**src/rtl/hsv_pkg.sv**
```systemverilog
// Shared constants and types for the HSV pipeline.
// Hue offsets are in degrees.
package hsv_pkg;

    localparam int HUE_SCALE    = 60;
    localparam int HUE_G_OFFSET = 120;
    localparam int HUE_B_OFFSET = 240;
    localparam int HUE_FULL     = 360;

    typedef enum logic [1:0] {
        FUNC_NONE  = 2'd0,
        FUNC_RED   = 2'd1,
        FUNC_GREEN = 2'd2,
        FUNC_BLUE  = 2'd3
    } hsv_func_t;

endpackage

```
**src/rtl/hue_div_stage.sv**
```systemverilog
// One registered restoring-division iteration. It resolves quotient bit BIT_IDX
// and carries the sample's sideband alongside it.
module hue_div_stage
    import hsv_pkg::*;
#(
    parameter int DATA_W  = 9,
    parameter int Q_W     = 6,
    parameter int REM_W   = DATA_W + Q_W,
    parameter int BIT_IDX = 0
) (
    input  logic              i_clk,
    input  logic              i_rst,
    input  logic [REM_W-1:0]  i_rem,
    input  logic [DATA_W-1:0] i_div,
    input  logic [Q_W-1:0]    i_quot,
    input  logic              i_sign,
    input  hsv_func_t         i_func,
    input  logic [DATA_W-1:0] i_value,
    input  logic              i_valid,
    output logic [REM_W-1:0]  o_rem,
    output logic [DATA_W-1:0] o_div,
    output logic [Q_W-1:0]    o_quot,
    output logic              o_sign,
    output hsv_func_t         o_func,
    output logic [DATA_W-1:0] o_value,
    output logic              o_valid
);

    logic [REM_W-1:0]  shifted;
    logic              take;
    logic [REM_W-1:0]  rem_d,   rem_q;
    logic [Q_W-1:0]    quot_d,  quot_q;
    logic [DATA_W-1:0] div_q;
    logic              sign_q;
    hsv_func_t         func_q;
    logic [DATA_W-1:0] value_q;
    logic              valid_q;

    always_comb begin
        shifted         = REM_W'(i_div) << BIT_IDX;
        take            = (i_rem >= shifted);
        rem_d           = take ? (i_rem - shifted) : i_rem;
        quot_d          = i_quot;
        quot_d[BIT_IDX] = take;
    end

    always_ff @(posedge i_clk or posedge i_rst) begin
        if (i_rst) begin
            rem_q   <= '0;
            div_q   <= '0;
            quot_q  <= '0;
            sign_q  <= 1'b0;
            func_q  <= FUNC_NONE;
            value_q <= '0;
            valid_q <= 1'b0;
        end else begin
            rem_q   <= rem_d;
            div_q   <= i_div;
            quot_q  <= quot_d;
            sign_q  <= i_sign;
            func_q  <= i_func;
            value_q <= i_value;
            valid_q <= i_valid;
        end
    end

    assign o_rem   = rem_q;
    assign o_div   = div_q;
    assign o_quot  = quot_q;
    assign o_sign  = sign_q;
    assign o_func  = func_q;
    assign o_value = value_q;
    assign o_valid = valid_q;

endmodule

```
**src/rtl/hsv_hue_divider.sv**
```systemverilog
// Pipelined hue stage: prep register, Q_W restoring-divider stages, hue assembly register.
// Sample flow is valid-only. Every i_valid cycle is accepted, and o_valid follows it Q_W+2 clocks later; there is no backpressure.
module hsv_hue_divider
    import hsv_pkg::*;
#(
    parameter int DATA_W = 9,
    parameter int Q_W    = 6
) (
    input  logic              i_clk,
    input  logic              i_rst,
    input  logic [DATA_W-1:0] i_dividend,
    input  logic [DATA_W-1:0] i_delta,
    input  logic [1:0]        i_function,
    input  logic [DATA_W-1:0] i_value,
    input  logic              i_valid,
    output logic [DATA_W-1:0] o_hue,
    output logic [DATA_W-1:0] o_value,
    output logic              o_valid
);

    // 60 < 2**6, so 60*m always fits in DATA_W+6 bits.
    localparam int NUM_W = DATA_W + Q_W;

    logic [NUM_W-1:0]  rem_s   [Q_W+1];
    logic [DATA_W-1:0] div_s   [Q_W+1];
    logic [Q_W-1:0]    quot_s  [Q_W+1];
    logic              sign_s  [Q_W+1];
    hsv_func_t         func_s  [Q_W+1];
    logic [DATA_W-1:0] value_s [Q_W+1];
    logic              valid_s [Q_W+1];

    logic              sign_d;
    logic [DATA_W-1:0] mag;
    logic [DATA_W-1:0] mag_clamped;
    logic [NUM_W-1:0]  num_d,   num_q;
    hsv_func_t         func_d,  func_q;
    logic              sign_q;
    logic [DATA_W-1:0] div_q;
    logic [DATA_W-1:0] value_q;
    logic              valid_q;

    // Clamping m to D saturates q at 60; zero delta is folded into FUNC_NONE.
    always_comb begin
        sign_d      = i_dividend[DATA_W-1];
        mag         = sign_d ? (~i_dividend + DATA_W'(1)) : i_dividend;
        mag_clamped = (mag > i_delta) ? i_delta : mag;
        num_d       = NUM_W'(mag_clamped) * NUM_W'(HUE_SCALE);
        func_d      = (i_delta == '0) ? FUNC_NONE : hsv_func_t'(i_function);
    end

    always_ff @(posedge i_clk or posedge i_rst) begin
        if (i_rst) begin
            num_q   <= '0;
            div_q   <= '0;
            sign_q  <= 1'b0;
            func_q  <= FUNC_NONE;
            value_q <= '0;
            valid_q <= 1'b0;
        end else begin
            num_q   <= num_d;
            div_q   <= i_delta;
            sign_q  <= sign_d;
            func_q  <= func_d;
            value_q <= i_value;
            valid_q <= i_valid;
        end
    end

    assign rem_s[0]   = num_q;
    assign div_s[0]   = div_q;
    assign quot_s[0]  = '0;
    assign sign_s[0]  = sign_q;
    assign func_s[0]  = func_q;
    assign value_s[0] = value_q;
    assign valid_s[0] = valid_q;

    for (genvar k = 1; k <= Q_W; k++) begin : g_stage
        hue_div_stage #(
            .DATA_W (DATA_W),
            .Q_W    (Q_W),
            .REM_W  (NUM_W),
            .BIT_IDX(Q_W - k)
        ) u_stage (
            .i_clk  (i_clk),
            .i_rst  (i_rst),
            .i_rem  (rem_s[k-1]),
            .i_div  (div_s[k-1]),
            .i_quot (quot_s[k-1]),
            .i_sign (sign_s[k-1]),
            .i_func (func_s[k-1]),
            .i_value(value_s[k-1]),
            .i_valid(valid_s[k-1]),
            .o_rem  (rem_s[k]),
            .o_div  (div_s[k]),
            .o_quot (quot_s[k]),
            .o_sign (sign_s[k]),
            .o_func (func_s[k]),
            .o_value(value_s[k]),
            .o_valid(valid_s[k])
        );
    end

    logic unused_tail;
    assign unused_tail = ^{rem_s[Q_W], div_s[Q_W]};

    logic [DATA_W-1:0] q_ext;
    logic [DATA_W-1:0] hue_d, hue_q;
    logic [DATA_W-1:0] out_value_q;
    logic              out_valid_q;

    always_comb begin
        hue_d = '0;
        q_ext = DATA_W'(quot_s[Q_W]);
        case (func_s[Q_W])
            FUNC_RED: begin
                if (!sign_s[Q_W])
                    hue_d = q_ext;
                else if (q_ext != '0)
                    hue_d = DATA_W'(HUE_FULL) - q_ext;
            end
            FUNC_GREEN: hue_d = sign_s[Q_W] ? DATA_W'(HUE_G_OFFSET) - q_ext
                                            : DATA_W'(HUE_G_OFFSET) + q_ext;
            FUNC_BLUE:  hue_d = sign_s[Q_W] ? DATA_W'(HUE_B_OFFSET) - q_ext
                                            : DATA_W'(HUE_B_OFFSET) + q_ext;
            default:    hue_d = '0;
        endcase
    end

    always_ff @(posedge i_clk or posedge i_rst) begin
        if (i_rst) begin
            hue_q       <= '0;
            out_value_q <= '0;
            out_valid_q <= 1'b0;
        end else begin
            hue_q       <= hue_d;
            out_value_q <= value_s[Q_W];
            out_valid_q <= valid_s[Q_W];
        end
    end

    assign o_hue   = hue_q;
    assign o_value = out_value_q;
    assign o_valid = out_valid_q;

endmodule

```
**config.mk**
```make
export PLATFORM = sky130hd
export DESIGN_NAME = hsv_hue_divider
export DESIGN_NICKNAME = d
export VERILOG_FILES = /design/src/rtl/hsv_pkg.sv /design/src/rtl/hue_div_stage.sv /design/src/rtl/hsv_hue_divider.sv
export SDC_FILE = /design/constraint.sdc
export NUM_CORES = 1
export LEC_CHECK = 0
export ABC_CLOCK_PERIOD_IN_PS = 4390
export CORE_ASPECT_RATIO = 0.9
export CORE_MARGIN = 3
export CORE_UTILIZATION = 65
export DETAILED_ROUTE_END_ITERATION = 7
export HOLD_SLACK_MARGIN = 0.15
export PLACE_DENSITY = 0.91
export SLEW_MARGIN = 20
export SYNTH_ARGS = -nofsm -noshare
export SYNTH_HDL_FRONTEND = slang
export SYNTH_HIERARCHICAL = 1
export SYNTH_SLANG_ARGS = --single-unit
```
**constraint.sdc**
```tcl
create_clock -name i_clk -period 4.39 [get_ports i_clk]
set_input_delay 0.6585 -clock i_clk [delete_from_list [all_inputs] [get_ports i_clk]]
set_output_delay 0.6585 -clock i_clk [all_outputs]
set_load 0.02 [all_outputs]
```
==> flow_metrics.py, run 1 <==
metrics = {
    "run_status": {
        "status": "finished with violations",
        "violations": "negative setup slack",
    },
    "synth": {
        "ys_warn_count": 6,
        "netlist_instances": 1009,
        "synth_area_mm2": 0.0125,
        "synth_area_per_cell_um2": 12.4,
    },
    "setup_path": {
        "slowest_stage": "fa_2",
        "rr_startpoint": "g_stage[3].u_stage/o_div[1]",
        "rrSetupSlack_ns": 1.40,
        "crit_path_end_kind": "flop",
        "start_kind": "primary input",
        "cp-endpoint": "num_q[12]",
        "cp_max_fo": 5,
        "critPathLaunch": "i_dividend[8]",
        "cpPeakStageDelay_ns": 0.61,
        "path_cells": "dlygate4sd2_1 -> buf_4 -> o21ai_0 -> ha_1 -> nor2b_1 -> o21ai_2 -> a21boi_4 -> o31ai_4 -> buf_6 -> mux2_4 -> fa_1 -> inv_2 -> fa_2 -> inv_4 -> ha_4 -> a21o_4 -> a2111oi_4 -> o21bai_1 -> a21oi_2 -> xnor2_1",
        "worstReg2RegEnd": "g_stage[4].u_stage/o_rem[6]",
        "crit_buf_inv": 5,
        "path_delay_family": "compound AO/OA/AOI/OAI gates",
        "rr_worst_depth": 7,
        "path_depth": 20,
        "worstSetupPathType": "in2reg",
        "worstPathArrival_ns": 5.96,
        "worst_ep_required_time_ns": 4.83,
    },
    "sta": {
        "setup_ws_ns": -1.12,
        "slew_headroom_pct": 30.0,
        "finalHoldViolCount": 0,
        "finalClockSkew_ns": 0.0366,
        "setup_violations": 10,
        "slew_violations": 0,
        "fmax_mhz": 181,
        "rsz0062_at_grt": "yes",
        "tightest_slew_ns": 1.04,
        "post-route-period-util_pct": 126,
        "fin_setup_tns_ns": -7.64,
        "period_minus_slack_ns": 5.51,
    },
    "final_layout": {
        "area_growth_pct": 20.4,
        "final_cell_area_mm2": 0.0151,
        "layout_common_cells": "dfrtp_1, inv_1, ha_1, buf_4",
        "instances_no_fill": 1418,
        "drive_above_1_share_pct": 21.1,
        "fin_nets": 1299,
        "diodes": 0,
        "fillers": 866,
        "layout_commonest_cell": "dfrtp_1",
    },
    "power": {
        "leakage_nw": 7.17,
        "peakVddDrop_v": 0.000517,
        "p_total_mw": 11.2,
        "p_per_area_mw_per_mm2": 745,
    },
    "placed_design": {
        "pre_cts_slack_ns": -1.69,
        "placedInstanceArea_mm2": 0.0139,
        "port_buffers": 50,
        "dp_hpwl_mm": 20.1,
        "place.gp.congestion": 0.965,
        "dp.cells": 1357,
    },
    "clock_network": {
        "clock_latency_ns": 0.55,
        "cts.hold.buffers_added": 0,
        "cts_root_buf": "clkbuf_16",
        "cts_made_buffers": 26,
        "ctsHtreeMaxLevel": 1,
        "cts_tree": "done",
        "cts.path.max_buffers": 3,
        "cts.sinks": 273,
        "clk_pin_slew_ns": 0.07,
    },
    "flow_run": {
        "drv_cap": 0,
    },
    "routing": {
        "dr.first_iter.drc_count": 863,
        "wl_per_cell_um": 25.0,
        "drt_pass1_iterations": 5,
        "wl_mm": 35.4,
        "drc_errors": 0,
        "antenna_left": 0,
        "via_per_inst": 6.43,
        "vias": 9112,
    },
    "grt": {
        "grt_max_degree": 55,
        "grt_pass1_vias": 9704,
        "antenna_found_initial": 0,
        "gr-total-overflow": 0,
        "track_usage_pct": 32.5,
        "grt_pass1_wl_mm": 53.2,
    },
    "min_path": {
        "hold_class": "reg2reg",
    },
    "floorplanning": {
        "dieArea_mm2": 0.0210,
        "boundaryPins": 51,
        "die_x_um": 152,
        "die_h_um": 138,
        "rows": 47,
        "core_area_mm2": 0.0186,
        "start_util_pct": 67.3,
    },
}
==> state kept, by name, summed over array words and instances, names as in the netlist <==
register / flops
o_value: 9
g_stage.u_stage/o_value: 54
sign_q: 1
func_q: 2
o_hue: 9
valid_q: 1
o_valid: 1
g_stage.u_stage/o_quot: 21
g_stage.u_stage/o_div: 45
g_stage.u_stage/o_rem: 75
g_stage.u_stage/o_valid: 6
div_q: 9
num_q: 13
g_stage.u_stage/o_sign: 6
g_stage.u_stage/o_func: 12
value_q: 9
==> report_power, final <==
part           switching [mW]  leakage, nW  total (mW)  internal (mW)
Sequential              0.440         3.17        3.52           3.08
Combinational            2.86         3.57        5.37           2.51
Clock                   0.996        0.431        2.35           1.36
==> how the worst min path moves through the flow <==
| stage | endpoint | cells after the start | slack, ns | from |
|---|---|---|---|---|
| detailed placement | g_stage[1].u_stage/o_value[7] | 0 | 0.33 | value_q[7] |
| CTS | g_stage[4].u_stage/o_value[6] | 0 | 0.33 | g_stage[3].u_stage/o_value[6] |
| global route | g_stage[4].u_stage/o_value[0] | 0 | 0.33 | g_stage[3].u_stage/o_value[0] |
| finish | g_stage[4].u_stage/o_value[6] | 0 | 0.32 | g_stage[3].u_stage/o_value[6] |
| global placement | g_stage[4].u_stage/o_func[0] | 0 | 0.33 | g_stage[3].u_stage/o_func[0] |
| floorplan | g_stage[1].u_stage/o_func[0] | 0 | 0.33 | func_q[0] |
==> routing by layer <==
metal  vias to the layer above  part of all wire (%)  routed length, µm  GRT usage, %
li1                       3792                     -                  -             -
met1                      4467                    33              11600          35.1
met2                       620                    51              18000          59.9
met3                       233                   6.8               2400          4.81
met4                         0                   9.5               3370          22.0
met5                         -                     0                  0             0
==> layout make-up <==
cell class | instances | area (µm²) | area share (%)
multi-input combinational | 620 | 5550 | 36.8
clock inverter | 12 | 161 | 1.07
sequential | 273 | 6830 | 45.3
clock buffer | 35 | 734 | 4.86
timing repair buffer | 133 | 1130 | 7.49
inverter | 100 | 378 | 2.50
tap | 245 | 307 | 2.03
==> metrics by stage <==
stage | hold slack, ns | util (%)
final | 0.321 | 81.0
after global routing | 0.329 | 81.0
after CTS | 0.326 | 80.3
after detailed placement | 0.335 | 74.4
after global placement | 0.331 | 74.4
after floorplan | 0.331 | -
==> repair_timing <==
item / 4_1_cts / 5_1_grt
setup endpoints to repair: 10 / 9
hold endpoints to repair: 0 / 0
pin swaps: 36 / 24
gates resized for setup: 59 / 16
setup buffers: 5 / 11
(Power assumes the default switching activity.)
==> run 2, diff against run 1 <==
--- a/config.mk
+++ b/config.mk
@@ -12,7 +12,6 @@
 export DETAILED_ROUTE_END_ITERATION = 7
 export HOLD_SLACK_MARGIN = 0.15
 export PLACE_DENSITY = 0.91
-export SLEW_MARGIN = 20
 export SYNTH_ARGS = -nofsm -noshare
 export SYNTH_HDL_FRONTEND = slang
 export SYNTH_HIERARCHICAL = 1
==> run 2 against run 1 <==
The run still ends with negative setup slack left. Routed wire length is essentially flat. Clock power hardly changed. Clock-buffer cell count unchanged.
==> flow_metrics.py, run 2 (synthesized netlist as in run 1, its figures left out) <==
metrics = {
    "floorplanning": {
        "boundaryPins": 51,
        "start_util_pct": 67.3,
        "dieArea_mm2": 0.0210,
        "rows": 47,
        "die_x_um": 152,
        "core_area_mm2": 0.0186,
        "die_h_um": 138,
    },
    "flow_run": {
        "drv_cap": 0,
    },
    "final_layout": {
        "drive_above_1_share_pct": 21.1,
        "area_growth_pct": 20.4,
        "final_cell_area_mm2": 0.0151,
        "layout_commonest_cell": "dfrtp_1",
        "instances_no_fill": 1418,
        "fin_nets": 1299,
        "layout_common_cells": "dfrtp_1, inv_1, ha_1, buf_4",
        "diodes": 0,
        "fillers": 866,
        "largest_reg_flops": 75,
    },
    "power": {
        "swShare_pct": 38.2,
        "p_comb_share_pct": 47.8,
        "p_switching_mw": 4.30,
        "p_int_mw": 6.95,
        "leakage_nw": 7.17,
        "peakVddDrop_v": 0.000517,
        "clkPwrFrac_pct": 20.9,
        "p_seq_share_pct": 31.3,
        "p_per_area_mw_per_mm2": 745,
    },
    "min_path": {
        "hold_class": "reg2reg",
        "hold_start": "g_stage[3].u_stage/o_value[6]",
    },
    "clock_network": {
        "ctsHtreeMaxLevel": 1,
        "clk_pin_slew_ns": 0.07,
        "cts_root_buf": "clkbuf_16",
        "cts_made_buffers": 26,
        "cts.sinks": 273,
        "clock_latency_ns": 0.55,
        "cts.path.max_buffers": 3,
        "cts_tree": "done",
    },
    "grt": {
        "grt_max_degree": 55,
        "grt_pass1_wl_mm": 53.2,
        "antenna_found_initial": 0,
        "grt_pass1_vias": 9704,
        "track_usage_pct": 32.5,
        "gr-total-overflow": 0,
    },
    "sta": {
        "post-route-period-util_pct": 126,
        "finalClockSkew_ns": 0.0356,
        "tightest_slew_ns": 1.11,
        "period_minus_slack_ns": 5.51,
        "setup_violations": 10,
        "fmax_mhz": 181,
        "slew_headroom_pct": 26.1,
        "fin_hold_ws_ns": 0.321,
        "rsz0062_at_grt": "yes",
        "finalHoldViolCount": 0,
        "slew_violations": 0,
        "setup_ws_ns": -1.12,
    },
    "placed_design": {
        "dp_hpwl_mm": 20.1,
        "dp.cells": 1357,
        "port_buffers": 50,
        "place.gp.congestion": 0.965,
        "pre_cts_slack_ns": -1.69,
        "placedInstanceArea_mm2": 0.0139,
    },
    "setup_path": {
        "crit_path_end_kind": "flop",
        "start_kind": "primary input",
        "worst_ep_required_time_ns": 4.83,
        "cp_max_fo": 5,
        "critPathLaunch": "i_dividend[8]",
        "rr_startpoint": "g_stage[3].u_stage/o_div[1]",
        "cpPeakStageDelay_ns": 0.61,
        "path_cells": "dlygate4sd2_1 -> buf_4 -> o21ai_0 -> ha_1 -> nor2b_1 -> o21ai_2 -> a21boi_4 -> o31ai_4 -> buf_6 -> mux2_4 -> fa_1 -> inv_2 -> fa_2 -> inv_4 -> ha_4 -> a21o_4 -> a2111oi_4 -> o21bai_1 -> a21oi_2 -> xnor2_1",
        "rrSetupSlack_ns": 1.39,
        "worstSetupPathType": "in2reg",
        "worstPathArrival_ns": 5.95,
        "slowest_stage": "fa_2",
    },
    "routing": {
        "vias": 9119,
        "wl_met1_mm": 11.6,
        "dr_wl_met2_mm": 18.1,
        "wl_per_cell_um": 25.0,
        "via_per_inst": 6.43,
        "wl_met3_mm": 2.38,
        "top_layer": "met4",
        "drc_errors": 0,
        "antenna_left": 0,
        "dr.first_iter.drc_count": 863,
        "wl_mm": 35.4,
        "drt_pass1_iterations": 5,
    },
    "run_status": {
        "violations": "negative setup slack",
        "status": "finished with violations",
    },
}
[run 2: cell count changes in the layout (fill, tap and decap cells not counted)]
cell	before	now
clkinv_1	1	0
inv_1	93	94
[run 2: layer usage]
metal  vias to the layer above  global-route usage, %
li1                       3793                      -
met1                      4486                   35.1
met2                       607                   59.9
met3                       233                   4.81
met4                         0                   22.0
met5                         -                      0
[run 2: per-stage QoR]
step | TNS [ns] | power (mW) | utilization (%)
3_3_place_gp | -9.98 | 7.57 | 74.4
6_report | -7.63 | 11.3 | 81.0
2_1_floorplan | -3.60 | 6.77 | -
5_1_grt | -7.56 | 11.7 | 81.0
4_1_cts | -3.02 | 10.7 | 80.3
3_5_place_dp | -12.81 | 7.96 | 74.4
[run 2: timing repair]
action | in CTS | in global routing
resized for setup | 59 | 16
setup buffers | 5 | 11
endpoints found under the hold margin | 0 | 0
endpoints found under the setup margin | 10 | 9
pin swaps | 36 | 24
hold buffers | 0 | 0
[run 2: final timing paths]
kind                                            endpoint  cells past startpoint
setup reg to reg             g_stage[4].u_stage/o_rem[6]                      7
setup / recovery                               num_q[12]                     20
max in group asynchronous   g_stage[3].u_stage/o_rem[13]                      3
hold / removal             g_stage[4].u_stage/o_value[6]                      0
hold reg to reg            g_stage[4].u_stage/o_value[6]                      0
min in group asynchronous  g_stage[4].u_stage/o_value[8]                      2
[run 2: area by class of cell]
type | count | area [µm²] | area share [%]
timing repair buffer | 133 | 1130 | 7.49
inverter | 100 | 378 | 2.50
tap | 245 | 307 | 2.03
sequential | 273 | 6830 | 45.3
clock inverter | 12 | 161 | 1.07
multi-input combinational | 620 | 5550 | 36.8
clock buffer | 35 | 734 | 4.86
[run 2: power by group through the flow]
stage,combinational [mW],clock (mW),sequential (mW)
after floorplan,3.38,0,3.39
after global placement,4.12,0,3.45
after detailed placement,4.45,0,3.51
after CTS,4.84,2.36,3.49
after global routing,5.67,2.47,3.55
final,5.38,2.35,3.52
[run 2: worst max-delay path: cells and delay by family]
family / cells / cell delay, ns
AO/OA/AOI/OAI: 8 / 2.04
adder cells (fa/ha/maj): 4 / 1.78
buffers and inverters: 5 / 0.82
multiplexers: 1 / 0.32
AND/OR/NAND/NOR: 1 / 0.18
XOR/XNOR: 1 / 0.14
==> run 3, diff against run 2 <==
--- a/config.mk
+++ b/config.mk
@@ -8,10 +8,11 @@
 export ABC_CLOCK_PERIOD_IN_PS = 4390
 export CORE_ASPECT_RATIO = 0.9
 export CORE_MARGIN = 3
-export CORE_UTILIZATION = 65
+export CORE_UTILIZATION = 35
+export CTS_BUF_LIST = sky130_fd_sc_hd__clkbuf_4
 export DETAILED_ROUTE_END_ITERATION = 7
 export HOLD_SLACK_MARGIN = 0.15
-export PLACE_DENSITY = 0.91
+export PLACE_DENSITY = 0.58
 export SYNTH_ARGS = -nofsm -noshare
 export SYNTH_HDL_FRONTEND = slang
 export SYNTH_HIERARCHICAL = 1
==> run 3 against run 2 <==
The flow still finishes with violations (negative setup slack). First-iteration DRC count down 63%. Cell count rose by 20%. Hold slack improved by 0.021 ns. Critical path depth is 1 lower. Setup slack gained 0.73 ns. Total power decreased by 12%. Final area rose by 1.3%. Critical path type unchanged.
==> flow_metrics.py, run 3 (synthesized netlist as in run 1, its figures left out) <==
metrics = {
    "setup_path": {
        "worst_ep_required_time_ns": 4.96,
        "worstPathArrival_ns": 5.36,
        "cp_max_fo": 3,
        "rrSetupSlack_ns": 1.65,
        "worstSetupPathType": "in2reg",
        "start_kind": "primary input",
        "crit_path_end_kind": "flop",
    },
    "floorplanning": {
        "rows": 65,
        "boundaryPins": 51,
        "die_h_um": 186,
        "die_x_um": 206,
        "start_util_pct": 35.6,
        "dieArea_mm2": 0.0381,
        "core_area_mm2": 0.0352,
    },
    "run_status": {
        "violations": "negative setup slack",
        "status": "finished with violations",
    },
    "sta": {
        "setup_violations": 6,
        "fin_hold_ws_ns": 0.342,
        "period_minus_slack_ns": 4.79,
        "slew_headroom_pct": 47.4,
        "fmax_mhz": 209,
        "tightest_slew_ns": 0.788,
        "setup_ws_ns": -0.397,
        "fin_setup_tns_ns": -1.66,
        "slew_violations": 0,
        "finalClockSkew_ns": 0.0328,
        "post-route-period-util_pct": 109,
        "finalHoldViolCount": 0,
        "rsz0062_at_grt": "yes",
    },
    "final_layout": {
        "fin_nets": 1347,
        "drive_above_1_share_pct": 25.0,
        "largest_reg_flops": 75,
        "diodes": 0,
        "utilization_pct": 43.4,
        "area_growth_pct": 21.9,
        "layout_common_cells": "dfrtp_1, inv_1, clkbuf_4, ha_1, buf_4",
        "layout_commonest_cell": "dfrtp_1",
    },
    "power": {
        "p_per_area_mw_per_mm2": 650,
        "leakage_nw": 7.25,
        "p_total_mw": 9.93,
        "peakVddDrop_v": 0.000259,
    },
    "clock_network": {
        "cts_made_buffers": 68,
        "cts.sinks": 273,
        "clock_latency_ns": 0.64,
        "cts.path.max_buffers": 3,
        "clk_pin_slew_ns": 0.06,
        "cts_root_buf": "clkbuf_4",
        "cts_tree": "done",
        "ctsHtreeMaxLevel": 3,
    },
    "min_path": {
        "hold_class": "reg2reg",
    },
    "routing": {
        "wl_mm": 22.8,
        "vias": 7909,
        "wl_per_cell_um": 13.3,
        "dr.first_iter.drc_count": 320,
        "drt_pass1_iterations": 4,
        "antenna_left": 0,
        "drc_errors": 0,
        "via_per_inst": 4.63,
    },
    "grt": {
        "grt_pass1_vias": 8246,
        "track_usage_pct": 12.4,
        "antenna_found_initial": 0,
        "gr-total-overflow": 0,
        "grt_max_degree": 42,
        "grt_pass1_wl_mm": 38.6,
    },
    "placed_design": {
        "port_buffers": 50,
        "place.gp.congestion": 0.868,
        "dp_hpwl_mm": 17.4,
        "pre_cts_slack_ns": -1.49,
    },
    "flow_run": {
        "drv_cap": 0,
    },
}
run 3: layout make-up:
cell class                 instances  area (µm²)
timing repair buffer             139        1190
clock inverter                    12        96.3
multi-input combinational        620        5500
tap                              469         587
fill                            3270       19900
clock buffer                      94         706
inverter                         100         375
sequential                       273        6830
run 3: final timing paths:
path / start / end / cells past startpoint
setup / recovery: i_dividend[0] / num_q[12] / 19
min in group asynchronous: i_rst / g_stage[3].u_stage/o_value[2] / 2
hold / removal: g_stage[4].u_stage/o_value[4] / g_stage[5].u_stage/o_value[4] / 0
hold reg to reg: g_stage[4].u_stage/o_value[4] / g_stage[5].u_stage/o_value[4] / 0
setup reg to reg: g_stage[1].u_stage/o_div[7] / g_stage[2].u_stage/o_rem[7] / 6
max in group asynchronous: i_rst / div_q[0] / 3
run 3: report_power, final:
group	internal [mW]	total [mW]	switching [mW]	leakage [nW]
clock network	1.04	1.96	0.914	0.476
registers	3.08	3.43	0.348	3.17
logic	2.39	4.54	2.15	3.60
total	6.52	9.93	3.41	7.25
run 3: repair_timing:
action                                 in CTS  in global routing
setup endpoints to repair                   9                  6
endpoints found under the hold margin       0                  0
buffers inserted                            5                  9
hold buffers                                0                  0
gates resized for setup                    48                 25
pin swaps                                  33                 26
run 3: per-stage QoR:
stage | area [µm²] | cells
2_1_floorplan | 12700 | 1012
3_3_place_gp | 14200 | 1587
3_5_place_dp | 14200 | 1587
4_1_cts | 15100 | 1698
5_1_grt | 15300 | 1707
6_report | 15300 | 1707
run 3: metal layers:
layer	GRT usage, %	wire, µm	vias up
li1	-	-	3913
met1	15.4	10100	3799
met2	21.1	11300	142
met3	2.92	799	55
met4	4.62	560	0
met5	0	0	-
run 3: worst max-delay path, stage by stage:
cell and delay (ns):
buf_6 0.10, or3_4 0.41, o31ai_4 0.21, xnor2_2 0.15, ha_1 0.25, and4_4 0.19, a21boi_4 0.14, o31ai_4 0.30
buf_4 0.18, mux2_4 0.32, buf_6 0.12, fa_1 0.49, fa_1 0.58, ha_4 0.22, and3_4 0.18, a2111oi_4 0.42
o21bai_1 0.13, a21oi_1 0.18, xnor2_1 0.13
